**src/rtl/dmem_responder.sv**
```systemverilog
// Data-memory responder for the MEM stage: services one load or store at a time
// with a fixed access latency, stalls the upstream pipeline until the access
// completes, and returns load data in the completion cycle.
module dmem_responder #(
    parameter int DEPTH   = 32,
    parameter int LATENCY = 3
) (
    input  logic        clk_i,
    input  logic        start_i,
    input  logic        MemRead_i,
    input  logic        MemWrite_i,
    input  logic [31:0] addr_i,
    input  logic [31:0] wdata_i,
    output logic [31:0] rdata_o,
    output logic        ack_o,
    output logic        stall_o,
    output logic        err_o
);

    localparam int AW = $clog2(DEPTH);

    typedef enum logic {
        IDLE,
        BUSY
    } state_t;

    state_t      state;
    state_t      stateNext;
    logic [3:0]  cnt;
    logic [3:0]  cntNext;

    logic          opWrite;
    logic [AW-1:0] idxQ;
    logic [31:0]   wdataQ;
    logic [31:0]   rdataQ;
    logic [31:0]   mem [DEPTH];

    logic          req;
    logic          illegal;
    logic [AW-1:0] idx;

    logic          accept;
    logic          complete;
    logic          compWrite;
    logic [AW-1:0] compIdx;
    logic [31:0]   compData;

    // Decode the incoming request: word index and the three rejection reasons
    always_comb begin
        req     = MemRead_i | MemWrite_i;
        idx     = addr_i[AW+1:2];
        illegal = (MemRead_i & MemWrite_i)
                | (addr_i[1:0] != 2'b00)
                | ({2'b00, addr_i[31:2]} >= 32'(DEPTH));
    end

    // Next-state and handshake logic; with LATENCY=1 the access finishes in the accept cycle
    always_comb begin
        stateNext = state;
        cntNext   = cnt;
        stall_o   = 1'b0;
        ack_o     = 1'b0;
        err_o     = 1'b0;
        accept    = 1'b0;
        complete  = 1'b0;
        compWrite = opWrite;
        compIdx   = idxQ;
        compData  = wdataQ;
        if (start_i) begin
            case (state)
                IDLE: begin
                    if (req) begin
                        if (illegal) begin
                            err_o = 1'b1;
                        end else if (LATENCY == 1) begin
                            ack_o     = 1'b1;
                            complete  = 1'b1;
                            compWrite = MemWrite_i;
                            compIdx   = idx;
                            compData  = wdata_i;
                        end else begin
                            stall_o   = 1'b1;
                            accept    = 1'b1;
                            cntNext   = 4'(LATENCY - 1);
                            stateNext = BUSY;
                        end
                    end
                end
                BUSY: begin
                    if (cnt > 4'd1) begin
                        stall_o = 1'b1;
                        cntNext = cnt - 4'd1;
                    end else begin
                        ack_o     = 1'b1;
                        complete  = 1'b1;
                        cntNext   = 4'd0;
                        stateNext = IDLE;
                    end
                end
                default: stateNext = IDLE;
            endcase
        end
    end

    // Load data comes straight from the array in the completion cycle, otherwise the last load
    always_comb begin
        rdata_o = (complete && !compWrite) ? mem[compIdx] : rdataQ;
    end

    // Control state plus the latched request that BUSY works from
    always_ff @(posedge clk_i) begin
        if (!start_i) begin
            state   <= IDLE;
            cnt     <= 4'd0;
            opWrite <= 1'b0;
            idxQ    <= '0;
            wdataQ  <= 32'd0;
            rdataQ  <= 32'd0;
        end else begin
            state <= stateNext;
            cnt   <= cntNext;
            if (accept) begin
                opWrite <= MemWrite_i;
                idxQ    <= idx;
                wdataQ  <= wdata_i;
            end
            if (complete && !compWrite) begin
                rdataQ <= mem[compIdx];
            end
        end
    end

    // Storage array; a store lands at the edge closing its completion cycle
    always_ff @(posedge clk_i) begin
        if (!start_i) begin
            for (int i = 0; i < DEPTH; i++) begin
                mem[i] <= 32'd0;
            end
        end else if (complete && compWrite) begin
            mem[compIdx] <= compData;
        end
    end

endmodule

```
**config.mk**
```make
export PLATFORM = sky130hd
export DESIGN_NAME = dmem_responder
export DESIGN_NICKNAME = d
export VERILOG_FILES = /design/src/rtl/dmem_responder.sv
export SDC_FILE = /design/constraint.sdc
export NUM_CORES = 1
export LEC_CHECK = 0
export ABC_AREA = 1
export CORE_MARGIN = 4
export CORE_UTILIZATION = 52
export DETAILED_ROUTE_END_ITERATION = 12
export GPL_ROUTABILITY_DRIVEN = 0
export HOLD_SLACK_MARGIN = 0.15
export PLACE_DENSITY_LB_ADDON = 0.25
export REMOVE_ABC_BUFFERS = 1
export SLEW_MARGIN = 20
export SYNTH_ARGS = -nofsm -noshare
export SYNTH_HDL_FRONTEND = slang
export SYNTH_SLANG_ARGS = --single-unit
```
**constraint.sdc**
```tcl
create_clock -name clk_i -period 3.5 [get_ports clk_i]
set_input_delay 0.7 -clock clk_i [delete_from_list [all_inputs] [get_ports clk_i]]
set_output_delay 0.7 -clock clk_i [all_outputs]
set_load 0.05 [all_outputs]
```
==> impl_metrics.csv <==
group,metric,value,unit
run_status,run_status,"finished with violations",
run_status,violations,"setup timing",
routing,drtIter0Drc,5741,
timing,maxSlewViolCount,0,
die,pin_count,103,
die,placeableCoreArea,93470,um^2
finish,top_library_cells_by_usage_in_the_layout_fill_and_taps_aside,"sky130_fd_sc_hd__nand2_1, sky130_fd_sc_hd__nor2_1, sky130_fd_sc_hd__edfxtp_1",
placement,port_buffers,102,
finish,area_delta_synth_final,16.13,%
finish,layout.cell_area.non_filler,57010,um^2
finish,num-nets-final,5194,
global_route,grt_use_total,30.98,%
synth,post_synth_inst_count,5121,
pwr,vdd_drop_max,0.4218,mV
pwr,cellPowerDensity,489.6,nW/um^2
setup_path,criticalPathCategory,"flop to primary output",
timing,hold_violations,0,
timing,fin_worst_skew,0.03504,ns
synth,synth.yosys.warnings,0,
global_route,grt_antenna_before_repair,3,
timing,fmax,280.1,MHz
synth,synth_seq_cells,1104,
synth,avgSynthCellArea,9.587,um^2
timing,rel_slew_slack,33.25,%
timing,finalCriticalPeriod,3.570,ns
cts,path_clk_slew,0.06,ns
synth,synth_sequential_area_ratio,65.90,%
cts,post_cts_hold_buffer_count,0,
timing,setup_viol,3,
routing,drc,0,
cts,clock-root-buffer,"sky130_fd_sc_hd__clkbuf_16",
cts,clock_insertion_delay_worst_skew,0.70,ns
setup_path,worst-endpoint-required,2.80,ns
placement,placed_cells,6219,
setup_path,crit_fanout,25,
routing,routed_wl,156700,um
finish,finish.utilization,60.99,%
pwr,leakage,20.16,nW
setup_path,timing.rr.end,"mem[31][30]$_SDFFCE_PN0P_",
global_route,largest_net_degree_at_the_start_of_global_routing,75,
finish,layout_commonest_cell,"sky130_fd_sc_hd__nand2_1",
routing,detail-route-antenna-nets,0,
cts,maximum_count_of_clock_buffers_along_a_single_path,3,
timing,setup_total_negative_slack,-0.09372,ns
setup_path,worst_path_most_repeated_cell,"sky130_fd_sc_hd__nand3_1",
die,die-height,315.3,um
placement,placed_cell_area,51880,um^2
setup_path,cp-start-kind,"flop",
setup_path,ff2ff_setup_slack,0.43,ns
setup_path,r2r_cell_count,11,
finish,final_layout_size_suffix_gt1_share,10.06,%
setup_path,rr_startpoint,"cnt[0]$_SDFFE_PN0P_",
global_route,grt.overflow.total,0,
routing,route.vias.total,38265,
timing,finalHoldWorstSlack,0.4682,ns
setup_path,slowest_stage,"sky130_fd_sc_hd__dfxtp_4",
cts,cts_sinks,1104,
flow_run,cap_violations,0,
setup_path,critPathCaptureType,"primary output",
timing,worst_slack,-0.06988,ns
finish,post_layout_nonfiller_instances,6472,
die,initial_core_util,52.52,%
setup_path,worstPathCellList,"buf_12, inv_16, clkbuf_16, nand3_1, nand3_1, nand2_1, nand2_1, nand3_1, nand3_1, nand2_2, buf_12",
timing,rsz0062_at_grt,"true",
cts,numCtsBuffers,114,
worst_hold_path,hold_path_startpoint,"compData[2]$_SDFFE_PN0P_",
setup_path,cp.arrival,2.87,ns
placement,dp_hpwl,85220,um
synth,yosysUniqueCellTypes,21,
global_route,first_global_vias,36230,
worst_hold_path,worstHoldPathType,"flop to flop",
routing,via_per_inst,5.912,
global_route,grt_pass1_wl,229000,um
synth,post_synth_instance_area,49090,um^2
finish,num_antenna_cells,0,
timing,tightestPinTransition,1.000,ns
timing,fin_crit_sh,102.0,%
die,die-area,99390,um^2
routing,routedWlPerCell,24.22,um
routing,dr.pass1.iters,6,
setup_path,timing.critical_path.to,"rdata_o[5]",
cts,htree_num_levels,3,
die,chipWidth,315.3,um
cts,cts_tree,"done",
setup_path,max_stage_delay,0.39,ns
die,row_count,112,
stage by stage:
step	setup WS, ns	power, W
3_5_place_dp	0.3980	0.01631
3_3_place_gp	0.3539	0.01627
6_report	-0.06988	0.02791
2_1_floorplan	-19.22	0.01583
4_1_cts	-0.03269	0.02797
5_1_grt	-0.05527	0.02866
routing by layer:
metal	part of all wire, %	up-vias	global-route usage [%]
li1	-	17079	-
met1	37	18308	42.64
met2	44	2474	46.84
met3	13	398	7.316
met4	5.3	6	14.60
met5	0.029	-	0
power breakdown:
part           total (W)  internal, W  switching [W]  leakage, nW
logic           0.000929     0.000293       0.000636         8.01
registers         0.0151       0.0150       0.000158         10.4
clock network     0.0119      0.00676        0.00510         1.78
total             0.0279       0.0220        0.00590         20.2
layout make-up:
cell class	instances	area, um^2
fillers	7518	36460
flip-flops and latches	1104	32360
multi-input cells	3525	14930
repair buffers	322	4248
clock buffers	154	3169
well taps	1254	1569
clock inverters	56	451.7
inverters	53	239.0
repair inverters	4	42.54
cell usage after synthesis:
master	n	area, um^2
sky130_fd_sc_hd__buf_1	30	112.6
sky130_fd_sc_hd__nand4_1	2	12.51
sky130_fd_sc_hd__edfxtp_1	1024	30750
sky130_fd_sc_hd__nand3b_1	1	7.510
sky130_fd_sc_hd__ha_1	2	25.02
sky130_fd_sc_hd__buf_6	24	270.3
sky130_fd_sc_hd__a21oi_1	38	190.2
sky130_fd_sc_hd__inv_2	2	7.510
sky130_fd_sc_hd__and3_1	1	6.260
sky130_fd_sc_hd__or2_2	1	6.260
sky130_fd_sc_hd__and2_1	1	6.260
sky130_fd_sc_hd__clkbuf_1	223	837.1
sky130_fd_sc_hd__o21ai_0	3	15.01
sky130_fd_sc_hd__buf_2	162	810.8
sky130_fd_sc_hd__nor2_1	1060	3979
sky130_fd_sc_hd__nand3_1	941	4710
sky130_fd_sc_hd__dfxtp_1	80	1602
sky130_fd_sc_hd__clkinv_1	1	3.750
sky130_fd_sc_hd__nor3_2	3	30.03
sky130_fd_sc_hd__inv_1	50	187.7
sky130_fd_sc_hd__nand2_1	1472	5525
registers in the layout (all words and copies together) (netlist names), named ones only:
| register | flops |
|---|---|
| compWrite | 1 |
| cnt | 4 |
| rdataQ | 32 |
| mem | 1024 |
| state | 1 |
| compIdx | 5 |
| compData | 32 |
timing repair:
item,4_1_cts,5_1_grt
buffers inserted,13,3
pin swaps,1,3
cloned,20,7
setup endpoints to repair,32,32
resized for setup,96,58
logic make-up after synthesis:
logic type	after synthesis	synth area share, %
buffers and inverters	492	4.542
flip-flops	1104	65.90
AO/OA/AOI/OAI	41	0.4180
AND/OR/NAND/NOR	3482	29.09
adder cells (fa/ha/maj)	2	0.05096
critical path: cells and delay by family (launching register included):
| kind | cells | cell delay (ns) |
|---|---|---|
| simple gates | 7 | 0.99 |
| buf+inv | 4 | 0.76 |
| flops | 1 | 0.39 |
how the worst min path moves through the flow:
stage	endpoint	slack (ns)	cells past startpoint
finish	compData[2]$_SDFFE_PN0P_	0.47	2
global route	compData[13]$_SDFFE_PN0P_	0.49	2
CTS	compData[18]$_SDFFE_PN0P_	0.47	2
detailed placement	compData[2]$_SDFFE_PN0P_	0.46	2
global placement	compData[18]$_SDFFE_PN0P_	0.46	2
floorplan	compData[0]$_SDFFE_PN0P_	0.45	2
Note: power is estimated with default switching activity, not from simulation.
